===== src/rtl/usart_pkg.sv =====
// ---------------------------------------------------------------------------
// usart_pkg : shared USART constants and the receiver state encoding
// Revision  : 1.0
// ---------------------------------------------------------------------------
`default_nettype none

package usart_pkg;

  localparam logic [2:0] IDLE  = 3'd0;
  localparam logic [2:0] START = 3'd1;
  localparam logic [2:0] DATA  = 3'd2;
  localparam logic [2:0] STOP  = 3'd3;
  localparam logic [2:0] BREAK = 3'd4;

  localparam int          USART_DATA_BITS = 8;
  localparam logic [11:0] USART_MIN_CPB   = 12'd2;

  // Below two cycles per bit there is no usable mid-bit sample point.
  function automatic logic cpb_valid(input logic [11:0] cpb);
    return cpb >= USART_MIN_CPB;
  endfunction

endpackage

`default_nettype wire


===== src/rtl/usart_sync.sv =====
// ---------------------------------------------------------------------------
// usart_sync : flop-chain synchronizer for asynchronous pad inputs, resets high
// Revision   : 1.0
// ---------------------------------------------------------------------------
`default_nettype none

module usart_sync #(
  parameter int SYNC_STAGES = 2
) (
  input  logic clk_i,
  input  logic rst_ni,
  input  logic d_i,
  output logic q_o
);

  logic [SYNC_STAGES-1:0] sync_q;

  always_ff @(posedge clk_i or negedge rst_ni) begin
    if (!rst_ni) begin
      sync_q <= '1;
    end else begin
      sync_q <= {sync_q[SYNC_STAGES-2:0], d_i};
    end
  end

  assign q_o = sync_q[SYNC_STAGES-1];

endmodule

`default_nettype wire


===== src/rtl/usart_rx.sv =====
// ---------------------------------------------------------------------------
// usart_rx : 8N1 serial receiver with one-byte holding register and error flags
// Revision : 1.0
// ---------------------------------------------------------------------------
`default_nettype none

module usart_rx
  import usart_pkg::*;
#(
  parameter int SYNC_STAGES = 2
) (
  input  logic        comm_clock,
  input  logic        reset_n,
  input  logic [11:0] clocks_per_bit,
  input  logic        rx_pin,
  output logic [7:0]  data_out,
  output logic        valid,
  input  logic        ready,
  output logic        framing_error,
  output logic        overrun,
  output logic        busy
);

  logic        rx_s;
  logic [2:0]  state_q, state_d;
  logic [11:0] cyc_q, cyc_d;
  logic [2:0]  bit_q, bit_d;
  logic [7:0]  shift_q, shift_d;
  logic [7:0]  data_q, data_d;
  logic        valid_q, valid_d;
  logic        ferr_q, ferr_d;
  logic        ovr_q, ovr_d;
  logic        deliver;
  logic [11:0] half_m1;
  logic [11:0] cpb_m1;
  logic        handshake;

  usart_sync #(.SYNC_STAGES(SYNC_STAGES)) u_sync (
    .clk_i  (comm_clock),
    .rst_ni (reset_n),
    .d_i    (rx_pin),
    .q_o    (rx_s)
  );

  assign half_m1   = {1'b0, clocks_per_bit[11:1]} - 12'd1;
  assign cpb_m1    = clocks_per_bit - 12'd1;
  assign handshake = valid_q && ready;

  always_comb begin
    state_d = state_q;
    cyc_d   = cyc_q + 12'd1;
    bit_d   = bit_q;
    shift_d = shift_q;
    deliver = 1'b0;
    ferr_d  = 1'b0;
    case (state_q)
      IDLE: begin
        cyc_d = '0;
        if (!rx_s) state_d = START;
      end
      START: begin
        if (cyc_q == half_m1) begin
          cyc_d   = '0;
          bit_d   = '0;
          state_d = rx_s ? IDLE : DATA;
        end
      end
      DATA: begin
        if (cyc_q == cpb_m1) begin
          cyc_d   = '0;
          shift_d = {rx_s, shift_q[7:1]};
          bit_d   = bit_q + 3'd1;
          if (bit_q == 3'(USART_DATA_BITS - 1)) state_d = STOP;
        end
      end
      STOP: begin
        if (cyc_q == cpb_m1) begin
          cyc_d = '0;
          if (rx_s) begin
            deliver = 1'b1;
            state_d = IDLE;
          end else begin
            ferr_d  = 1'b1;
            state_d = BREAK;
          end
        end
      end
      BREAK: begin
        cyc_d = '0;
        if (rx_s) state_d = IDLE;
      end
      default: begin
        cyc_d   = '0;
        state_d = IDLE;
      end
    endcase
    // An unusable divisor parks the receiver and silently drops any frame in flight.
    if (!cpb_valid(clocks_per_bit)) begin
      state_d = IDLE;
      cyc_d   = '0;
      deliver = 1'b0;
      ferr_d  = 1'b0;
    end
  end

  always_comb begin
    data_d  = data_q;
    valid_d = valid_q;
    ovr_d   = ovr_q;
    if (handshake) begin
      valid_d = 1'b0;
      ovr_d   = 1'b0;
    end
    if (deliver) begin
      if (!valid_q || handshake) begin
        data_d  = shift_q;
        valid_d = 1'b1;
      end else begin
        ovr_d = 1'b1;
      end
    end
  end

  always_ff @(posedge comm_clock or negedge reset_n) begin
    if (!reset_n) begin
      state_q <= IDLE;
      cyc_q   <= '0;
      bit_q   <= '0;
      shift_q <= '0;
      data_q  <= '0;
      valid_q <= 1'b0;
      ferr_q  <= 1'b0;
      ovr_q   <= 1'b0;
    end else begin
      state_q <= state_d;
      cyc_q   <= cyc_d;
      bit_q   <= bit_d;
      shift_q <= shift_d;
      data_q  <= data_d;
      valid_q <= valid_d;
      ferr_q  <= ferr_d;
      ovr_q   <= ovr_d;
    end
  end

  assign data_out      = data_q;
  assign valid         = valid_q;
  assign framing_error = ferr_q;
  assign overrun       = ovr_q;
  assign busy          = (state_q != IDLE);

endmodule

`default_nettype wire


===== config.mk =====
export PLATFORM = sky130hd
export DESIGN_NAME = usart_rx
export DESIGN_NICKNAME = d
export VERILOG_FILES = /design/src/rtl/usart_pkg.sv /design/src/rtl/usart_sync.sv /design/src/rtl/usart_rx.sv
export SDC_FILE = /design/constraint.sdc
export NUM_CORES = 1
export LEC_CHECK = 0
export BUFFER_PORTS_ARGS = -buffer_cell sky130_fd_sc_hd__buf_2
export CAP_MARGIN = 15
export CORE_UTILIZATION = 55
export DETAILED_ROUTE_END_ITERATION = 10
export GPL_ROUTABILITY_DRIVEN = 0
export HOLD_SLACK_MARGIN = 0.12
export PLACE_DENSITY_LB_ADDON = 0.08
export SLEW_MARGIN = 20
export SYNTH_ARGS = -nofsm -noshare
export SYNTH_HDL_FRONTEND = slang
export SYNTH_SLANG_ARGS = --single-unit

===== constraint.sdc =====
create_clock -name comm_clock -period 5.2 [get_ports comm_clock]
set_clock_uncertainty 0.1 [all_clocks]
set_input_delay 0.26 -clock comm_clock [delete_from_list [all_inputs] [get_ports comm_clock]]
set_output_delay 0.26 -clock comm_clock [all_outputs]
set_load 0.05 [all_outputs]

==> flow_summary.json <==
{
  "seq_area_frac_synth_pct": 37.4,
  "postCtsSetupRepairBufs": 0,
  "clock_path_buffers": 2,
  "io_pins": 28,
  "drv_slew": 0,
  "vias_per_cell": 5.99,
  "first_pass_iters": 7,
  "max_slew_margin_pct": 36.4,
  "rows": 24,
  "num-fill-cells": 368,
  "status": "complete, but fails checks",
  "dp_hpwl_mm": 3.98,
  "fin_hold_ws_ps": 160,
  "dp_slack_ps": 1940,
  "p_leak_nw": 1.28,
  "num_vias": 1989,
  "worstSetupPathType": "in -> reg",
  "grt_pass1_vias": 1837,
  "cts.sinks": 39,
  "nets": 301,
  "cts.repair.resized": 0,
  "track_usage_pct": 23.7,
  "multi_input_area_um2": 1540,
  "fin_ws_ps": 2490,
  "synth-async-reset-ratio_pct": 100,
  "synth_edf_count": 0,
  "cp.required_ps": 5220,
  "drive_above_1_share_pct": 22.1,
  "num_antenna_cells": 0,
  "hold_class": "in -> reg",
  "clk_latency_ps": 290,
  "numCtsBuffers": 5,
  "drcViolationCount": 2,
  "cp.arrival_ps": 2730,
  "finish.instance_area_um2": 2850,
  "crit_path_end_kind": "register",
  "die_area_um2": 5040,
  "peakVddDrop_uv": 210,
  "routed_wl_mm": 5.38,
  "core_area_um2": 4470,
  "syn_to_final_growth_pct": 8.99,
  "drtAntennaViolNets": 0,
  "startpoint_type": "input port",
  "period_minus_slack_ps": 2710,
  "die_w_um": 71.0,
  "setup_viol_count_final": 0,
  "synth_fp_nets": 280,
  "cap_violations": 0,
  "path_cells": "buf_2, inv_1, ha_1, nor4b_4, a21oi_1, o21ai_1, a31oi_4, nor3_4, a2bb2oi_2, nor3_1",
  "antenna_found_initial": 0,
  "fmax_mhz": 369,
  "worstMarginPinSlew_ps": 954,
  "wl_per_cell_um": 16.2,
  "postSynthAreaPerCell_um2": 10.1,
  "drtIter0Drc": 164,
  "cts_tree": "done",
  "hold_viol": 0,
  "clkTransAtPathRegs_ps": 80,
  "tns_ps": 0,
  "mostFrequentLayoutCells": "dfrtp_1 (37), buf_2 (27), xnor2_1 (18), xor2_1 (17), nor3_1 (16)",
  "h-tree-depth": 2,
  "rsz0062_at_grt": "false",
  "synth.distinct_cells": 62,
  "portBuffers": 27,
  "initial_utilization_pct": 58.5,
  "ff_latch_area_um2": 978,
  "synth_ff_type": "dfrtp_1",
  "grt_max_degree": 40,
  "slowest_delay_ps": 550,
  "powerDensity_nw_per_um2": 291,
  "grt_overflow_total": 0,
  "grt_pass1_wl_mm": 9.20,
  "path_max_fanout": 12,
  "yosysWarnings": 0,
  "synth_seq_cells": 39,
  "root_buffer": "clkbuf_8",
  "violations": "design-rule violations",
  "place_area_um2": 2730,
  "period_share_pct": 52.1,
  "slowest_stage": "a2bb2oi_2",
  "netlist_instances": 258,
  "die_h_um": 71.0,
  "layout.cells.most_common": "dfrtp_1",
  "netlist_area_um2": 2620
}
## cell families (layout without fill, tap and decap cells)
logic type / count (synthesis) / count (layout) / share of synthesized area (%)
simple gates: 104 / 104 / 25.5
flops: 39 / 39 / 37.4
compound gates: 37 / 37 / 11.4
xor+xnor: 35 / 35 / 11.7
buf+inv: 21 / 43 / 4.16
mux: 16 / 16 / 6.89
fa+ha+maj: 6 / 6 / 2.87
## stage by stage
step | std cells | utilization [%] | power, mW
5_1_grt | 332 | 63.7 | 0.887
4_1_cts | 332 | 63.5 | 0.834
6_report | 332 | 63.7 | 0.831
2_1_floorplan | 258 | - | 0.568
3_5_place_dp | 322 | 61.0 | 0.623
3_3_place_gp | 322 | 61.0 | 0.621
## power breakdown
| group | switching, mW | internal, mW | total (mW) |
|---|---|---|---|
| clock | 0.112 | 0.0958 | 0.208 |
| sequential | 0.0667 | 0.334 | 0.401 |
| combinational | 0.116 | 0.107 | 0.223 |
## cell type report
class                           instances  area share (%)
Tap cell                               52            2.28
Sequential cell                        39            34.3
Timing Repair Buffer                   29            5.44
Inverter                                6           0.790
Clock buffer                            5            2.41
Multi-Input combinational cell        198            53.9
Clock inverter                          3           0.834
## Yosys cell counts, types with 4 or more instances
cell type  count  share of area, %
and3_1        10               2.4
xnor2_1       18               6.0
nand2_1       12               1.7
inv_1          6              0.86
mux2_2        10               4.3
nor2_1        12               1.7
clkbuf_1       7               1.0
mux2_1         6               2.6
o21ai_0        4              0.77
nor2b_1        5               1.2
a21oi_1        6               1.1
nand2b_1       6               1.4
xor2_1        17               5.7
ha_1           6               2.9
nor3_1        16               3.1
nand3_1       11               2.1
dfrtp_1       37                35
## worst max-delay path, delay by kind of cell
| family | cells | cell delay [ps] |
|---|---|---|
| and+or+nand+nor | 3 | 920 |
| buffers and inverters | 2 | 210 |
| adders and majority gates | 1 | 250 |
| AOI/OAI and AO/OA | 4 | 1090 |
## registers in the layout, indices dropped and copies added, names as in the netlist
register and flops:
overrun 1, framing_error 1, valid 1, data_out 8, state_q 3, u_sync.sync_q 2, shift_q 8, cyc_q 12
bit_q 3
## path summary, 6_finish.rpt
| path | from | slack, ps | cells past startpoint | end |
|---|---|---|---|---|
| min in group asynchronous | reset_n | 510 | 2 | framing_error |
| setup reg to reg | cyc_q[2] | 2490 | 6 | shift_q[4] |
| hold / removal | ready | 160 | 3 | valid |
| setup / recovery | clocks_per_bit[1] | 2490 | 10 | cyc_q[7] |
| max in group asynchronous | reset_n | 3930 | 2 | cyc_q[11] |
| hold reg to reg | u_sync.sync_q[0] | 270 | 0 | u_sync.sync_q[1] |
## timing repair
action / 4_1_cts / 5_1_grt
endpoints found under the hold margin: 38 / 0
setup endpoints to repair: 0 / 0
hold buffers: 2 / 0
## layer usage
| metal | up-vias | global-route usage, % | routed length, um |
|---|---|---|---|
| met5 | - | 0 | 0 |
| met4 | 0 | 5.33 | 26 |
| met3 | 4 | 3.85 | 180 |
| met2 | 36 | 35.5 | 2390 |
| met1 | 972 | 36.3 | 2780 |
| li1 | 977 | - | - |
No activity file was read; power rests on OpenSTA's default activity.
